==> src/rtl/ntt_addr_gen.sv <==
// ntt_addr_gen -- address/control sequencer for a 256-point in-place NTT/INTT.
//
// Seven layers of 128 butterfly pairs are issued. Each issued pair is
// written back D = RD_LAT + BF_LAT cycles later. Before the next layer
// starts, the sequencer waits until the last write of the current layer
// has retired.
//
// Ports:
//   clk, rst              clock, synchronous active-high reset
//   start, mode           start pulse (sampled in IDLE), 0 = NTT / 1 = INTT
//   hold                  stall issue for this cycle (honoured only in ISSUE)
//   busy, done            transform in progress / one-cycle completion pulse
//   rd_valid, rd_addr_a/b pair read issue and coefficient addresses
//   twf_idx               twiddle ROM index for the issued pair
//   sel                   captured mode, aligned with read data
//   wr_valid, wr_addr_a/b butterfly write-back strobe and addresses
//   layer                 current layer 0..6
//
// state | meaning
// IDLE  | waiting for start
// ISSUE | issuing pairs i = 0..127 of the current layer
// DRAIN | waiting D cycles for the layer's last write-back
// FIN   | done pulse, returning to IDLE
module ntt_addr_gen #(
  parameter int RD_LAT = 1,
  parameter int BF_LAT = 5
) (
  input  logic       clk,
  input  logic       rst,
  input  logic       start,
  input  logic       mode,
  input  logic       hold,
  output logic       busy,
  output logic       rd_valid,
  output logic [7:0] rd_addr_a,
  output logic [7:0] rd_addr_b,
  output logic [6:0] twf_idx,
  output logic       sel,
  output logic       wr_valid,
  output logic [7:0] wr_addr_a,
  output logic [7:0] wr_addr_b,
  output logic [2:0] layer,
  output logic       done
);

  localparam int D = RD_LAT + BF_LAT;
  localparam logic [3:0] DRAIN_INIT = 4'(D - 1);

  typedef enum logic [1:0] {IDLE, ISSUE, DRAIN, FIN} state_t;

  state_t      state;
  logic        mode_q;
  logic [6:0]  idx;
  logic [3:0]  drain_cnt;

  logic [2:0]  lg;
  logic [3:0]  sh;
  logic [6:0]  grp;
  logic [6:0]  jmask;
  logic [6:0]  jj;
  logic [7:0]  len_c;
  logic [7:0]  addr_a_c;
  logic [7:0]  addr_b_c;
  logic [6:0]  twf_c;

  logic             dl_v [D];
  logic [7:0]       dl_a [D];
  logic [7:0]       dl_b [D];
  logic [RD_LAT-1:0] sel_pipe;

  // lg = log2(len). The group base is g * 2 * len, which is g << (lg + 1).
  // The INTT twiddle index (128 >> layer) - 1 - g is written as
  // (127 >> layer) - g so that it fits in 7 bits.
  always_comb begin
    lg       = mode_q ? (layer + 3'd1) : (3'd7 - layer);
    sh       = {1'b0, lg} + 4'd1;
    grp      = idx >> lg;
    jmask    = 7'h7f >> (3'd7 - lg);
    jj       = idx & jmask;
    len_c    = 8'd1 << lg;
    addr_a_c = ({1'b0, grp} << sh) | {1'b0, jj};
    addr_b_c = addr_a_c + len_c;
    twf_c    = mode_q ? ((7'h7f >> layer) - grp) : ((7'd1 << layer) + grp);
  end

  always_ff @(posedge clk) begin
    if (rst) begin
      state     <= IDLE;
      mode_q    <= 1'b0;
      idx       <= '0;
      drain_cnt <= '0;
      layer     <= '0;
      busy      <= 1'b0;
      done      <= 1'b0;
      rd_valid  <= 1'b0;
      rd_addr_a <= '0;
      rd_addr_b <= '0;
      twf_idx   <= '0;
    end else begin
      rd_valid <= 1'b0;
      done     <= 1'b0;
      case (state)
        IDLE: begin
          if (start) begin
            state  <= ISSUE;
            mode_q <= mode;
            busy   <= 1'b1;
            layer  <= '0;
            idx    <= '0;
          end
        end
        ISSUE: begin
          if (!hold) begin
            rd_valid  <= 1'b1;
            rd_addr_a <= addr_a_c;
            rd_addr_b <= addr_b_c;
            twf_idx   <= twf_c;
            idx       <= idx + 7'd1;
            if (idx == 7'd127) begin
              state     <= DRAIN;
              drain_cnt <= DRAIN_INIT;
            end
          end
        end
        DRAIN: begin
          // The last write-back lands on the edge where the count reaches
          // zero, so the next layer's first read cannot overtake it.
          if (drain_cnt == 4'd0) begin
            if (layer == 3'd6) begin
              state <= FIN;
              done  <= 1'b1;
            end else begin
              state <= ISSUE;
              layer <= layer + 3'd1;
            end
          end else begin
            drain_cnt <= drain_cnt - 4'd1;
          end
        end
        FIN: begin
          state <= IDLE;
          busy  <= 1'b0;
        end
        default: state <= IDLE;
      endcase
    end
  end

  // Write-back delay line. It advances every cycle, independent of hold.
  always_ff @(posedge clk) begin
    if (rst) begin
      for (int k = 0; k < D; k++) begin
        dl_v[k] <= 1'b0;
        dl_a[k] <= '0;
        dl_b[k] <= '0;
      end
      sel_pipe <= '0;
    end else begin
      dl_v[0] <= rd_valid;
      dl_a[0] <= rd_addr_a;
      dl_b[0] <= rd_addr_b;
      for (int k = 1; k < D; k++) begin
        dl_v[k] <= dl_v[k-1];
        dl_a[k] <= dl_a[k-1];
        dl_b[k] <= dl_b[k-1];
      end
      sel_pipe[0] <= mode_q;
      for (int k = 1; k < RD_LAT; k++) sel_pipe[k] <= sel_pipe[k-1];
    end
  end

  assign wr_valid  = dl_v[D-1];
  assign wr_addr_a = dl_a[D-1];
  assign wr_addr_b = dl_b[D-1];
  assign sel       = sel_pipe[RD_LAT-1];

endmodule

==> config.mk <==
export PLATFORM = sky130hd
export DESIGN_NAME = ntt_addr_gen
export DESIGN_NICKNAME = d
export VERILOG_FILES = /design/src/rtl/ntt_addr_gen.sv
export SDC_FILE = /design/constraint.sdc
export NUM_CORES = 1
export LEC_CHECK = 0
export CELL_PAD_IN_SITES_DETAIL_PLACEMENT = 0
export CELL_PAD_IN_SITES_GLOBAL_PLACEMENT = 2
export CORE_ASPECT_RATIO = 1.5
export CORE_MARGIN = 10
export CORE_UTILIZATION = 37
export DETAILED_ROUTE_END_ITERATION = 16
export GPL_ROUTABILITY_DRIVEN = 0
export PLACE_DENSITY = 0.78
export SYNTH_ARGS = -nofsm -noshare
export SYNTH_HDL_FRONTEND = slang
export SYNTH_SLANG_ARGS = --single-unit
==> constraint.sdc <==
create_clock -name clk -period 5.5 [get_ports clk]
set_input_delay 0.825 -clock clk [delete_from_list [all_inputs] [get_ports clk]]
set_output_delay 0.825 -clock clk [all_outputs]
set_load 0.01 [all_outputs]
==> results by group <==
Drt
  – Drt first pass iters: 4
  – Wirelength per Cell: 15.04 um
  – Post-route DRC: 0
  – Via-to-Cell Ratio: 4.839
  – Post-route ant nets: 0
  – Final wirelength: 13.74 mm
  – DRT iter0 DRCs: 277
  – Vias: 4418

Worst setup path
  – CP Capture Type: flip-flop
  – Crit path max fanout: 16
  – Reg-to-Reg Start: layer[1]$_SDFFE_PP0P_
  – Worst setup SP type: flip-flop
  – FF-to-FF setup slack: 950 ps
  – Req. time, crit path: 5810 ps
  – Reg2Reg Depth: 19
  – Start point of the critical path: layer[1]$_SDFFE_PP0P_
  – Setup CP Type: flip-flop to flip-flop
  – CP arrival: 4860 ps
  – Worst Setup EP: rd_addr_b[7]$_SDFFE_PP0P_
  – FF-to-FF End: rd_addr_b[7]$_SDFFE_PP0P_

STA
  – Fin crit period: 4546 ps
  – RSZ-0062 raised after global routing: no
  – Pins Over Slew Limit: 0
  – Worst Skew: 8.633 ps
  – Max frequency: 220.0 MHz
  – Max_slew headroom: 29.71%
  – Final setup fails: 0
  – Worst-margin pin slew: 1054 ps
  – Final TNS setup: 0 ps
  – Fin crit share: 82.66%
  – Final Hold Vio Count: 0

CTS
  – Clk slew on worst S/H paths: 60 ps
  – CTS buffer count: 17
  – Cts hold-fix bufs: 0
  – Clock Path Buffers: 2
  – Post CTS Setup Buffer Count: 0
  – Resize count post-CTS: 0
  – TritonCTS clock tree: built
  – Clock H-tree levels: 4
  – Clk root buf: clkbuf_16
  – Clock sink count: 146
  – Clock Latency Late Sink: 410 ps

Power
  – Cell area power density: 323.4 nW/um^2
  – Leakage power: 0.002911 uW
  – Clk pwr share: 48.5%
  – Combinational Power Share: 6.1%
  – P_sw: 516.6 uW
  – Share of power burned in registers: 45.4%
  – P_int: 1886 uW
  – Peak supply drop: 0.0002153 V
  – Switch share: 21.50%

Final layout
  – Finished Cell Area: 7430 um^2
  – Fin nets: 732
  – N_diodes: 0
  – Layout cell share with drive strength beyond 1: 8.108%
  – Syn-to-layout area delta: 19.43%

Die
  – Die Ht: 178.8 um
  – I/O pins: 52
  – Row count: 58
  – Area of the die: 22510 um^2
  – Core outline area: 16620 um^2
  – Initial Utilization: 37.43%
  – Die width: 125.9 um

Global route
  – Total track usage: 12.35%
  – Initial antenna violation count: 0
  – Vias in the first global route: 4343
  – Congestion Overflow GR: 0
  – First-pass GRT wire length: 22.45 mm
  – Largest net degree at the start of global routing: 106

Placement
  – Placed Area: 6828 um^2
  – Detailed placement HPWL: 9.898 mm
  – I/O Buffers: 51

Yosys
  – Synthesized instance count: 656
  – Yosys top cell area share: 46.98%
  – Synth Area in Simple Gates: 23.45%
  – Synth Register Bits: 146
  – Main flop type after synthesis: dfxtp_1
  – Dominant cell type by area after synthesis: dfxtp_1
  – Post-synth ARST share: 0%
  – Synthesized cell area: 6221 um^2
  – Synth warnings: 0
  – Syn nets: 696
  – Xor and xnor area share after synthesis: 2.675%
  – Post-synthesis mux area share: 2.373%
  – Syn_area_per_cell: 9.483 um^2
  – Sequential-to-total area share from yosys stat: 46.98%
  – Number of flops mapped to enable cells by yosys: 0
  – Synth top area cells: dfxtp_1, nor2b_1, ha_1
  – Largest family of logic cells by synthesized area: simple AND/OR/NAND/NOR gates
  – Area fraction in compound gates after synthesis: 12.69%
  – Yosys cell types: 72
  – Synth Area in Adders: 7.401%

Min path
  – Worst Hold Class: flip-flop to flip-flop

Outcome
  – Status: completed

Flow run
  – Max-Cap Viols: 0
## synthesized netlist by cell type (5+ instances only)
| cell | number |
|---|---|
| mux2i_1 | 8 |
| nand3_1 | 7 |
| nor2_1 | 56 |
| nor2b_1 | 110 |
| dfxtp_1 | 146 |
| clkbuf_1 | 23 |
| xor2_1 | 11 |
| a21oi_1 | 33 |
| a211oi_1 | 12 |
| inv_1 | 22 |
| nor3_1 | 8 |
| nand4_1 | 5 |
| ha_1 | 32 |
| o21ai_0 | 11 |
| nand2b_1 | 13 |
| a31oi_1 | 5 |
| a21o_1 | 5 |
| nand2_1 | 44 |
| xnor2_1 | 8 |
| buf_2 | 7 |
| and2_1 | 6 |
## how the worst min path moves through the flow
stage	from	endpoint	slack, ps	cells past startpoint
floorplan	dl_a[0][0]$_SDFF_PP0_	dl_a[1][0]$_SDFF_PP0_	410	1
global placement	dl_b[0][7]$_SDFF_PP0_	dl_b[1][7]$_SDFF_PP0_	420	1
detailed placement	dl_a[3][0]$_SDFF_PP0_	dl_a[4][0]$_SDFF_PP0_	420	1
CTS	dl_b[3][4]$_SDFF_PP0_	dl_b[4][4]$_SDFF_PP0_	430	1
global route	dl_a[0][7]$_SDFF_PP0_	dl_a[1][7]$_SDFF_PP0_	440	1
finish	dl_b[3][3]$_SDFF_PP0_	dl_b[4][3]$_SDFF_PP0_	430	1
## stage by stage
stage	total power (uW)	hold slack (ps)	cells	setup WS [ps]	util, %
5_1_grt	2499	444.3	913	455.2	44.71
3_3_place_gp	1259	415.4	883	1209	41.09
3_5_place_dp	1262	420.4	883	1037	41.09
4_1_cts	2440	433.6	913	991.6	44.71
6_report	2403	431.4	913	953.8	44.71
2_1_floorplan	1212	413.8	656	1297	-
## cells in the final DEF (no fill, tap or decap), drive strengths merged, types with 3 or more instances in the layout
cell type and count:
dfxtp 146, nor2b 110, nor2 56, clkdlybuf4s50 50, nand2 47, a21oi 36
ha 32, inv 25, clkbuf 23, o21ai 15, nand2b 14, a211oi 12
xor2 11, mux2i 9, nor3 9, xnor2 8, nand3 7, and2 7
nand4 5, a21o 5, a31oi 5, o22a 4, buf 4, mux2 4
and3 4, o22ai 4, a22oi 3, o211ai 3, o21bai 3, or3 3
fa 3, bufinv 3, or2 3
## final cells by class
type	instances	area [um^2]
inverters	23	86.33
fillers	1603	9189
repair buffers	54	530.5
clock inverters	7	123.9
multi-input cells	450	3025
flip-flops and latches	146	2923
clock buffers	23	478.0
well taps	210	262.8
## state kept, by name, summed over array words and instances, names as in the netlist, 3 cells and up
register   cells
dl_a          48
dl_b          48
rd_addr_a      8
rd_addr_b      8
idx            7
twf_idx        7
dl_v           6
drain_cnt      4
layer          3
## worst max-delay path, cell delays in order (launching register included)
cell and delay [ps]:
dfxtp_1 550, ha_1 310, inv_1 90, ha_1 290, nand2b_1 180, and2_4 270, ha_1 500, nor2_1 110
a21boi_0 180, a22oi_1 350, inv_1 90, ha_1 290, a21o_1 180, a21oi_1 220, o21ai_1 120, o21ai_0 150
nand2b_1 70, a21oi_1 170, xnor2_1 90, a211oi_1 220
## metal layers
| layer | up-vias | track usage (%) | share of wire [%] |
|---|---|---|---|
| met1 | 2043 | 12.44 | 40 |
| li1 | 2264 | - | - |
| met2 | 93 | 22.78 | 54 |
| met5 | - | 0 | 0 |
| met4 | 0 | 6.042 | 2.1 |
| met3 | 18 | 3.581 | 4.6 |
## logic make-up (layout without fill, tap and decap cells)
| group | count (synthesis) | in the layout |
|---|---|---|
| AND/OR/NAND/NOR | 271 | 271 |
| flip-flops | 146 | 146 |
| AO/OA/AOI/OAI | 112 | 112 |
| buffers and inverters | 60 | 107 |
| adder cells (fa/ha/maj) | 35 | 35 |
| XOR/XNOR | 19 | 19 |
| multiplexers | 13 | 13 |
## power groups by stage
stage	Clock [uW]	Sequential, uW	Combinational (uW)
after floorplan	0	1110	99.6
after global placement	0	1110	146
after detailed placement	0	1110	148
after CTS	1200	1090	148
after global routing	1240	1090	162
final	1170	1090	146
No activity file was read; power rests on OpenSTA's default activity.
